[src/rtl/sub_share_pkg.sv]
// Shared types and helpers for the shared-subtractor arbiter.
// Holds the FSM state encoding, datapath width and the condition-flag bundle.
package sub_share_pkg;

  localparam int unsigned DATA_W = 32;

  typedef enum logic [1:0] {
    IDLE,
    EXEC,
    RESP
  } state_t;

  typedef struct packed {
    logic zero;
    logic neg;
    logic borrow;
    logic ovf;
  } flags_t;

  // Borrow comes from an unsigned compare of the operands, not from the difference.
  function automatic flags_t calc_flags(input logic [DATA_W-1:0] a,
                                        input logic [DATA_W-1:0] b,
                                        input logic [DATA_W-1:0] diff);
    flags_t f;
    f.zero   = (diff == '0);
    f.neg    = diff[DATA_W-1];
    f.borrow = (a < b);
    f.ovf    = (a[DATA_W-1] != b[DATA_W-1]) && (diff[DATA_W-1] != a[DATA_W-1]);
    return f;
  endfunction

endpackage

[src/rtl/rr_pick.sv]
// Combinational round-robin pick: first set bit of valid searching upward from ptr with wrap.
module rr_pick #(
  parameter int unsigned N_REQ = 2,
  parameter int unsigned ID_W  = 1
) (
  input  logic [N_REQ-1:0] valid,
  input  logic [ID_W-1:0]  ptr,
  output logic [N_REQ-1:0] grant,
  output logic [ID_W-1:0]  idx,
  output logic             any
);

  int unsigned j;

  always_comb begin
    grant = '0;
    idx   = '0;
    any   = 1'b0;
    j     = 0;
    for (int unsigned i = 0; i < N_REQ; i++) begin
      j = (32'(ptr) + i) % N_REQ;
      if (!any && valid[j]) begin
        any      = 1'b1;
        grant[j] = 1'b1;
        idx      = ID_W'(j);
      end
    end
  end

endmodule

[src/rtl/sub32.sv]
// Combinational 32-bit subtractor: out = a - b, modulo 2^32.
module sub32 (
  input  logic [31:0] a,
  input  logic [31:0] b,
  output logic [31:0] out
);

  assign out = a - b;

endmodule

[src/rtl/sub_share_arbiter.sv]
// Round-robin arbiter sharing one 32-bit subtractor among N_REQ requesters.
// One operation in flight: IDLE accepts, EXEC computes, RESP holds the tagged result.
module sub_share_arbiter
  import sub_share_pkg::*;
#(
  parameter int unsigned N_REQ = 2,
  localparam int unsigned ID_W = (N_REQ > 1) ? $clog2(N_REQ) : 1
) (
  input  logic                    clk,
  input  logic                    rst_n,
  input  logic [N_REQ-1:0]        req_valid,
  output logic [N_REQ-1:0]        req_ready,
  input  logic [N_REQ*DATA_W-1:0] req_a,
  input  logic [N_REQ*DATA_W-1:0] req_b,
  output logic                    rsp_valid,
  input  logic                    rsp_ready,
  output logic [ID_W-1:0]         rsp_id,
  output logic [DATA_W-1:0]       rsp_diff,
  output logic                    rsp_zero,
  output logic                    rsp_neg,
  output logic                    rsp_borrow,
  output logic                    rsp_ovf,
  output logic                    busy
);

  state_t            state_q, state_d;
  logic [ID_W-1:0]   rr_ptr_q, rr_ptr_d;
  logic [ID_W-1:0]   id_q, id_d;
  logic [ID_W-1:0]   rsp_id_q, rsp_id_d;
  logic [DATA_W-1:0] a_q, a_d;
  logic [DATA_W-1:0] b_q, b_d;
  logic [DATA_W-1:0] diff_q, diff_d;
  flags_t            flags_q, flags_d;

  logic [N_REQ-1:0]  grant;
  logic [ID_W-1:0]   grant_idx;
  logic              grant_any;
  logic [DATA_W-1:0] sub_out;
  int unsigned       sel_lsb;

  rr_pick #(
    .N_REQ (N_REQ),
    .ID_W  (ID_W)
  ) u_rr_pick (
    .valid (req_valid),
    .ptr   (rr_ptr_q),
    .grant (grant),
    .idx   (grant_idx),
    .any   (grant_any)
  );

  sub32 u_sub32 (
    .a   (a_q),
    .b   (b_q),
    .out (sub_out)
  );

  always_comb begin
    state_d   = state_q;
    rr_ptr_d  = rr_ptr_q;
    id_d      = id_q;
    rsp_id_d  = rsp_id_q;
    a_d       = a_q;
    b_d       = b_q;
    diff_d    = diff_q;
    flags_d   = flags_q;
    req_ready = '0;
    sel_lsb   = 32'(grant_idx) * DATA_W;

    unique case (state_q)
      IDLE: begin
        // Grant depends only on req_valid and rr_ptr, never on rsp_ready.
        req_ready = grant;
        if (grant_any) begin
          a_d      = req_a[sel_lsb +: DATA_W];
          b_d      = req_b[sel_lsb +: DATA_W];
          id_d     = grant_idx;
          rr_ptr_d = (grant_idx == ID_W'(N_REQ - 1)) ? '0 : grant_idx + 1'b1;
          state_d  = EXEC;
        end
      end
      EXEC: begin
        diff_d   = sub_out;
        flags_d  = calc_flags(a_q, b_q, sub_out);
        rsp_id_d = id_q;
        state_d  = RESP;
      end
      RESP: begin
        if (rsp_ready) begin
          state_d = IDLE;
        end
      end
      default: state_d = IDLE;
    endcase
  end

  always_ff @(posedge clk or negedge rst_n) begin
    if (!rst_n) begin
      state_q  <= IDLE;
      rr_ptr_q <= '0;
      id_q     <= '0;
      rsp_id_q <= '0;
      a_q      <= '0;
      b_q      <= '0;
      diff_q   <= '0;
      flags_q  <= '0;
    end else begin
      state_q  <= state_d;
      rr_ptr_q <= rr_ptr_d;
      id_q     <= id_d;
      rsp_id_q <= rsp_id_d;
      a_q      <= a_d;
      b_q      <= b_d;
      diff_q   <= diff_d;
      flags_q  <= flags_d;
    end
  end

  assign rsp_valid  = (state_q == RESP);
  assign busy       = (state_q != IDLE);
  assign rsp_id     = rsp_id_q;
  assign rsp_diff   = diff_q;
  assign rsp_zero   = flags_q.zero;
  assign rsp_neg    = flags_q.neg;
  assign rsp_borrow = flags_q.borrow;
  assign rsp_ovf    = flags_q.ovf;

endmodule

[config.mk]
export PLATFORM = sky130hd
export DESIGN_NAME = sub_share_arbiter
export DESIGN_NICKNAME = d
export VERILOG_FILES = /design/src/rtl/sub_share_pkg.sv /design/src/rtl/rr_pick.sv /design/src/rtl/sub32.sv /design/src/rtl/sub_share_arbiter.sv
export SDC_FILE = /design/constraint.sdc
export NUM_CORES = 1
export LEC_CHECK = 0
export ABC_AREA = 1
export CORE_UTILIZATION = 56
export DETAILED_ROUTE_END_ITERATION = 12
export MAX_ROUTING_LAYER = met4
export PLACE_DENSITY = 0.87
export SKIP_CTS_REPAIR_TIMING = 1
export SYNTH_ARGS = -nofsm -noshare
export SYNTH_HDL_FRONTEND = slang
export SYNTH_HIERARCHICAL = 1
export SYNTH_SLANG_ARGS = --single-unit
[constraint.sdc]
create_clock -name clk -period 5.3 [get_ports clk]
set_input_delay 0.53 -clock clk [delete_from_list [all_inputs] [get_ports clk]]
set_output_delay 0.53 -clock clk [all_outputs]
set_load 0.005 [all_outputs]
=== Word level (Yosys, flattened, before mapping) ===
Cells that the tools add are included.

* Shift operators: 2
* Muxes and demuxes: 19
* Equality and inequality tests: 6
* $lt $le $gt $ge: 5
* $add $sub $neg: 3
* Bitwise gates (word level): 1
* Reduce and logical (&&, ||, !) cells: 10

{| class="wikitable"
|+ Operators with widths
! cell !! number
|-
| $shiftx A64 B7 Y32 || 2
|-
| $logic_not A32 Y1 || 1
|-
| $lt A32 B32 Y1 || 1
|-
| $sub A32 B32 Y32 || 1
|-
| $mux W1 || 11
|-
| $mux W2 || 5
|-
| $pmux W2 S3 || 1
|-
| $logic_and A1 B1 Y1 || 4
|-
| $lt A1 B2 Y1 const B || 2
|-
| $reduce_and A2 Y1 || 2
|-
| $add A1 B1 Y1 const B || 2
|-
| $demux W1 S1 || 2
|-
| $eq A2 B1 Y1 const B || 1
|-
| $eq A2 B2 Y1 const B || 1
|-
| $ge A1 B1 Y1 const B || 2
|-
| $logic_not A2 Y1 || 1
|-
| $ne A1 B1 Y1 || 2
|-
| $ne A2 B1 Y1 const B || 1
|-
| $ne A2 B2 Y1 const B || 1
|-
| $or A2 B2 Y2 || 1
|-
| $reduce_bool A2 Y1 || 1
|-
| $logic_not A1 Y1 || 1
|}

* Logic and storage cells: 57
* Bits in registers: 105
* Bits of input ports: 133

=== Depth between registers and ports, before layout ===
Gate-level depths: netlist (run 1).

* Depth after elaboration: 8
* Gate-level depth with buffers: 18
* Depth with buffers taken out: 18

=== Modules after synthesis ===
Netlist (run 1), hierarchy kept.

{| class="wikitable"
|+ By module, submodules not included
! module !! instances !! area each (um^2) !! cells each
|-
| sub_share_arbiter || 1 || 5564.1 || 636
|-
| sub32 || 1 || 2518.7 || 535
|-
| rr_pick || 1 || 55.1 || 14
|}

=== Worst setup path after synthesis (run 1) ===
Ideal clock, no wire load.

* Path type: register to register
* Start: reg b_q[0]
* End: reg flags_q, in the netlist rsp_zero
* Path slack: 3.093 ns
* Buffers on the path: 0
* Arrival time: 2.142 ns
* Cell stages (with the launch flop): 16
* Path through: dfrtp_1 > ha_1 > fa_1 > inv_1 > nand3_1 > nand3_1 > nand2_1 > a21oi_1 > nor2_1 > nand2_1 > nand2_1 > nor4_1 > nand4_1 > nor2_1 > nand2_1 > nand2_1

* Longest elaborated chain between the ends: 2

{| class="wikitable"
|+ Ends and longest elaborated chain
! what !! RTL line !! text
|-
| start, declared || sub_share_arbiter.sv:31 || <nowiki>logic [DATA_W-1:0] b_q, b_d;</nowiki>
|-
| start signal, assigned || sub_share_arbiter.sv:104 || <nowiki>b_q <= '0;</nowiki>
|-
| start signal, assigned || sub_share_arbiter.sv:113 || <nowiki>b_q <= b_d;</nowiki>
|-
| $sub A32 B32 Y32 || sub32.sv:8 || <nowiki>assign out = a - b;</nowiki>
|-
| via sub_out[16] || sub_share_arbiter.sv:38 || <nowiki>logic [DATA_W-1:0] sub_out;</nowiki>
|-
| $logic_not A32 Y1 || sub_share_pkg.sv:25 || <nowiki>f.zero = (diff == '0);</nowiki>
|-
| end signal, assigned || sub_share_arbiter.sv:115 || <nowiki>flags_q <= flags_d;</nowiki>
|-
| end, declared || sub_share_arbiter.sv:33 || <nowiki>flags_t flags_q, flags_d;</nowiki>
|}

The timed path passes the listed nets, and every way through them passes these cells.
A chain may end at the register's enable or synchronous reset.

=== Final worst setup path (run 1) ===
* Start: in req_valid[0]
* End: reg b_q[12]

* Longest elaborated chain between the ends: 7
* Elaborated cells on any way between the ends: 12

{| class="wikitable"
|+ Ends and longest elaborated chain
! what !! RTL line !! text
|-
| start, declared || sub_share_arbiter.sv:11 || <nowiki>input logic [N_REQ-1:0] req_valid,</nowiki>
|-
| $mux W1 (not written as such) (2 in a row) || rr_pick.sv:22 || <nowiki>if (!any && valid[j]) begin</nowiki>
|-
| $mux W1 || rr_pick.sv:22 ||
|-
| $logic_not A1 Y1 || rr_pick.sv:22 ||
|-
| $logic_and A1 B1 Y1 || rr_pick.sv:22 ||
|-
| $mux W1 (*) || rr_pick.sv:22 ||
|-
| via grant_any || sub_share_arbiter.sv:37 || <nowiki>logic grant_any;</nowiki>
|-
| $reduce_and A2 Y1 (no source line) (*) || n/a ||
|}

Mark *: on every way through the listed nets, which the timed path passes. The rest lies on a longest branch. The select of a mux whose other input is x is not followed.

==> results of run 1 <==
==> path summary, 6_finish.rpt <==
path,from,end
setup / recovery,req_valid[0],b_q[12]$_DFFE_PN0P_
hold / removal,rst_n,a_q[10]$_DFFE_PN0P_
setup reg to reg,b_q[0]$_DFFE_PN0P_,rsp_zero$_DFFE_PN0N_
hold reg to reg,rsp_diff[27]$_DFFE_PN0N_,rsp_diff[27]$_DFFE_PN0N_
max in group asynchronous,rst_n,rsp_diff[30]$_DFFE_PN0N_
min in group clk,rsp_diff[27]$_DFFE_PN0N_,rsp_diff[27]$_DFFE_PN0N_
==> routing by layer <==
metal,up-vias,GRT usage (%),part of all wire [%]
met4,0,11.74,2.5
met2,235,49.68,46
met1,3683,40.34,46
met5,-,-,0
li1,3998,-,-
met3,31,3.392,4.6
==> worst max-delay path, delay by kind of cell <==
family | cells | cell delay, ps
compound gates | 1 | 230
simple gates | 5 | 1680
buf+inv | 2 | 540
==> synthesized netlist by cell type (4+ instances only) <==
cell type,count
o221ai_1,22
buf_6,5
nand2_2,12
inv_1,263
dfrtp_1,104
clkbuf_1,21
nor2_1,60
nand4_1,8
a21oi_1,35
ha_1,62
nand3_1,91
o221ai_2,10
o21ai_0,6
buf_2,4
o211ai_1,4
o211ai_2,28
nor3_1,4
xor2_1,13
nand2_1,400
nor4_1,8
==> flip-flops by register name (all words and copies together) (netlist names), 2 cells and up <==
register  flops
rsp_diff     32
b_q          32
a_q          32
state_q       2
==> where the power goes <==
group	switching (mW)	total (mW)	internal, mW
Sequential	0.296	1.49	1.19
Clock	0.281	0.633	0.352
Combinational	3.18	5.08	1.90
==> layout make-up <==
| cell class | instances | area (µm²) |
|---|---|---|
| sequential | 104 | 2603 |
| tap | 180 | 225.2 |
| timing repair buffer | 178 | 1767 |
| inverter | 264 | 991.0 |
| multi-input combinational | 782 | 4370 |
| fill | 1126 | 3812 |
| clock buffer | 14 | 274.0 |
==> cells by family after synthesis <==
family | after synthesis | synth area share (%)
DFF | 104 | 31.98
xor gates and xnor gates | 16 | 1.722
and+or+nand+nor | 592 | 30.10
AOI/OAI and AO/OA | 111 | 12.01
adders and majority gates | 63 | 9.779
buffers and inverters | 299 | 14.41
==> layout by cell type (no fill, tap or decap), types with 4 or more instances in the layout <==
| cell | Yosys | routed |
|---|---|---|
| clkdlybuf4s50_1 | 0 | 172 |
| o221ai_1 | 22 | 22 |
| xor2_1 | 13 | 13 |
| nor3_1 | 4 | 4 |
| a21oi_1 | 35 | 35 |
| nor2_1 | 60 | 59 |
| inv_1 | 263 | 263 |
| ha_1 | 62 | 62 |
| nand4_1 | 8 | 8 |
| nand2_2 | 12 | 12 |
| o211ai_1 | 4 | 4 |
| nand3_1 | 91 | 91 |
| o21ai_0 | 6 | 6 |
| clkbuf_16 | 0 | 9 |
| buf_4 | 2 | 6 |
| nor4_1 | 8 | 8 |
| dfrtp_1 | 104 | 104 |
| o211ai_2 | 28 | 28 |
| o221ai_2 | 10 | 10 |
| nand2_1 | 400 | 400 |
==> impl_metrics.yaml, run 1 <==
floorplanning:
  core_area_um2: 14040
  die_area_um2: 15020
  die_w_um: 122.5
  io_pins: 174
  rows: 43
  die_height_um: 122.5
  start_util_pct: 57.95
logic_synthesis:
  synth_warnings: 6
  syn_area_per_cell_um2: 6.867
  synthDistinctLibCells: 36
  syn-cell-area_um2: 8138
  synthArstFlopShare_pct: 100.0
  yosys_register_bits: 104
  synth_fp_nets: 1381
  synth_ff_type: "dfrtp_1"
  ys_seq_area_share_pct: 31.98
  synth_area_leaders: "dfrtp_1 32%, nand2_1 18%, inv_1 12%"
  synth_edf_count: 0
  synth_top_area_cell: "dfrtp_1"
  synth.top_cell.area_share_pct: 31.98
  postSynthCellCount: 1185
power:
  p_leak_nw: 5.670
  totalPowerFinal_mw: 7.203
  ir_drop_mv: 0.2782
  p_per_area_nw_per_um2: 704.1
critical_path:
  arrival_ps: 3070
  critical_path.slowest_cell: "or2_4"
  setup.worst_path.end_class: "flip-flop"
  max_stage_delay_ps: 870
  crit_chain: "clkdlybuf4s50_1 > inv_1 > nor2_2 > nor2_1 > nand2_1 > nand2_2 > or2_4 > o221ai_1"
  reg2regPathDepth: 15
  timing.reg2reg.setup_slack_ps: 2480
  startpoint_type: "input port"
  worst_ep_required_time_ps: 5480
  cp_max_fo: 66
  crit_type: "in -> reg"
run:
  max_cap_viol_count: 0
timing:
  fmax_ghz: 0.3462
  drv_slew: 0
  setup_viol: 0
  rsz0062_at_grt: "no"
  tns_ps: 0
  post-route-period-util_pct: 54.51
  min_period_ps: 2889
  finalHoldViolCount: 0
  max_slew.worst_pin.slew_ps: 1002
  setup_slack_ps: 2411
  max-slew-margin-rel_pct: 33.17
  whs_ps: 167.0
  fin_skew_ps: 9.774
placed_design:
  place_area_um2: 9956
  io_buffer_count: 173
  gp_congestion: 0.9090
  placed_cells: 1508
  hpwl_um: 16580
  place_ws_ps: 2121
global_routing:
  grt_max_degree: 67
  grt_usage_pct: 30.99
  grt_overflow_total: 0
  antenna_found_initial: 0
  grt_pass1_vias: 7703
  grt_pass1_wl_um: 35600
cts:
  insertion_delay_ps: 360
  cts_made_buffers: 9
  clkSlewWorstSetupHoldPaths_ps: 70
  cts.htree.levels: 3
  cts_tree: "yes"
  cts_max_path_buffers: 2
  cts-root-buf: "clkbuf_16"
  cts.sinks: 104
cells_and_area:
  num_antenna_cells: 0
  utilization_pct: 72.85
  instances_no_fill: 1522
  drive_gt1_share_pct: 5.887
  stdcell_area_um2: 10230
  fin_nets: 1535
  area_growth_pct: 25.71
drt:
  drt-total-wl_um: 21250
  wl_per_cell_um: 13.96
  via_count: 7947
  drtIter0Drc: 528
  drc: 0
  ant_nets: 0
  via_per_inst: 5.221
  dr.pass1.iters: 6
hold_path:
  hp-class: "in -> async"
status:
  status: "complete, no violations"
(Power assumes the default switching activity.)
==> run 2, diff against run 1 <==
- CORE_UTILIZATION: 56 -> 47
- PLACE_DENSITY: 0.87 -> 0.78
- clock period: 5.3 -> 2.5 ns (I/O delays scaled with it)
==> run 2 against run 1 <==
- total power rose by 140%
- cell count grew 4.5%
- count of clock-buffer cells in the layout down 3
- sequential share of layout area fell by 1.8 points
- sequential power is 120% higher
- critical path type is now reg -> reg
- largest cell class unchanged
==> impl_metrics.yaml, run 2 (synthesis results as in run 1) <==
cts:
  insertion_delay_ps: 350
  cts-root-buf: "clkbuf_16"
  cts.htree.levels: 3
  cts_max_path_buffers: 2
  cts_made_buffers: 9
  clkSlewWorstSetupHoldPaths_ps: 70
  cts_tree: "yes"
  cts.sinks: 104
drt:
  drt-total-wl_um: 22170
  wl_per_cell_um: 13.94
  via_per_inst: 5.056
  drc: 0
  drtIter0Drc: 499
  dr.pass1.iters: 5
  via_count: 8044
  ant_nets: 0
placed_design:
  place_area_um2: 10160
  gp_congestion: 0.9214
  hpwl_um: 17220
  placed_cells: 1564
  io_buffer_count: 173
  place_ws_ps: 6.228
global_routing:
  grt_pass1_wl_um: 36560
  antenna_found_initial: 0
  grt_pass1_vias: 7650
  grt_overflow_total: 0
  grt_max_degree: 65
  grt_usage_pct: 26.18
power:
  totalPowerFinal_mw: 17.23
  p_leak_nw: 5.852
  ir_drop_mv: 0.6613
  p_per_area_nw_per_um2: 1558
cells_and_area:
  layout_common_cells: "382 x nand2_1, 260 x inv_1, 172 x clkdlybuf4s50_1"
  layout_commonest_cell: "nand2_1"
  area_growth_pct: 35.87
  stdcell_area_um2: 11060
  num_antenna_cells: 0
  drive_gt1_share_pct: 14.59
  utilization_pct: 65.97
  fin_nets: 1562
  instances_no_fill: 1591
timing:
  setup_slack_ps: 117.0
  min_period_ps: 2383
  drv_slew: 0
  fmax_ghz: 0.4196
  finalHoldViolCount: 0
  fin_skew_ps: 6.025
  max_slew.worst_pin.slew_ps: 586.1
  max-slew-margin-rel_pct: 60.92
  post-route-period-util_pct: 95.32
  whs_ps: 310.7
  tns_ps: 0
  setup_viol: 0
floorplanning:
  core_area_um2: 16760
  start_util_pct: 48.56
  rows: 47
  die_w_um: 133.6
  io_pins: 174
  die_height_um: 133.6
  die_area_um2: 17850
critical_path:
  startpoint: "b_q[0]$_DFFE_PN0P_"
  setup.worst_path.end_class: "flip-flop"
  r2r_end: "rsp_zero$_DFFE_PN0N_"
  arrival_ps: 2670
  cp_max_fo: 3
  crit_end: "rsp_zero$_DFFE_PN0N_"
  crit_type: "reg -> reg"
  worst_ep_required_time_ps: 2790
  timing.reg2reg.setup_slack_ps: 120
  r2r_start: "b_q[0]$_DFFE_PN0P_"
  reg2regPathDepth: 15
  startpoint_type: "flip-flop"
hold_path:
  hp-class: "in -> async"
status:
  status: "complete, no violations"
run:
  max_cap_viol_count: 0
==> run 2: power by group <==
part | internal [mW] | leakage (nW) | switching (mW) | total, mW
registers | 2.54 | 1.28 | 0.667 | 3.21
clock network | 0.931 | 0.165 | 0.635 | 1.57
logic | 5.05 | 4.41 | 7.40 | 12.5
total | 8.52 | 5.85 | 8.70 | 17.2
==> run 2: how the worst min path moves through the flow <==
stage,from,end,slack (ps),depth (start not counted)
finish,rst_n,b_q[8]$_DFFE_PN0P_,310,2
global route,rst_n,b_q[8]$_DFFE_PN0P_,360,2
CTS,rst_n,b_q[8]$_DFFE_PN0P_,-230,1
detailed placement,rst_n,b_q[8]$_DFFE_PN0P_,150,1
global placement,rst_n,b_q[8]$_DFFE_PN0P_,150,1
floorplan,rst_n,a_q[0]$_DFFE_PN0P_,-50,0
==> run 2: worst max-delay path, stage by stage, from the launching register on <==
cell and delay [ps]:
dfrtp_1 440, ha_4 200, fa_2 370, inv_2 70, nand3_1 80, nand3_2 110
nand2_2 70, a21oi_2 170, nor2_1 70, nand2_1 70, nand2_2 70, nor4_2 250
nand4_1 120, nor2_1 110, nand2_1 60, nand2_1 60
==> run 2: area by class of cell <==
cell class | instances | area, µm²
multi-input combinational | 782 | 4836
clock buffer | 11 | 252.7
tap | 220 | 275.3
sequential | 104 | 2614
inverter | 264 | 991.0
timing repair buffer | 205 | 2009
clock inverter | 5 | 78.83
fill | 1434 | 5703
==> run 2: layer usage <==
layer  routed length [µm]  up-vias  track usage, %
met5                    0        -               -
met1                10510     3707           36.04
li1                     -     4051               -
met4                  516        0           9.217
met3                 1115       31           2.740
met2                10030      255           40.02
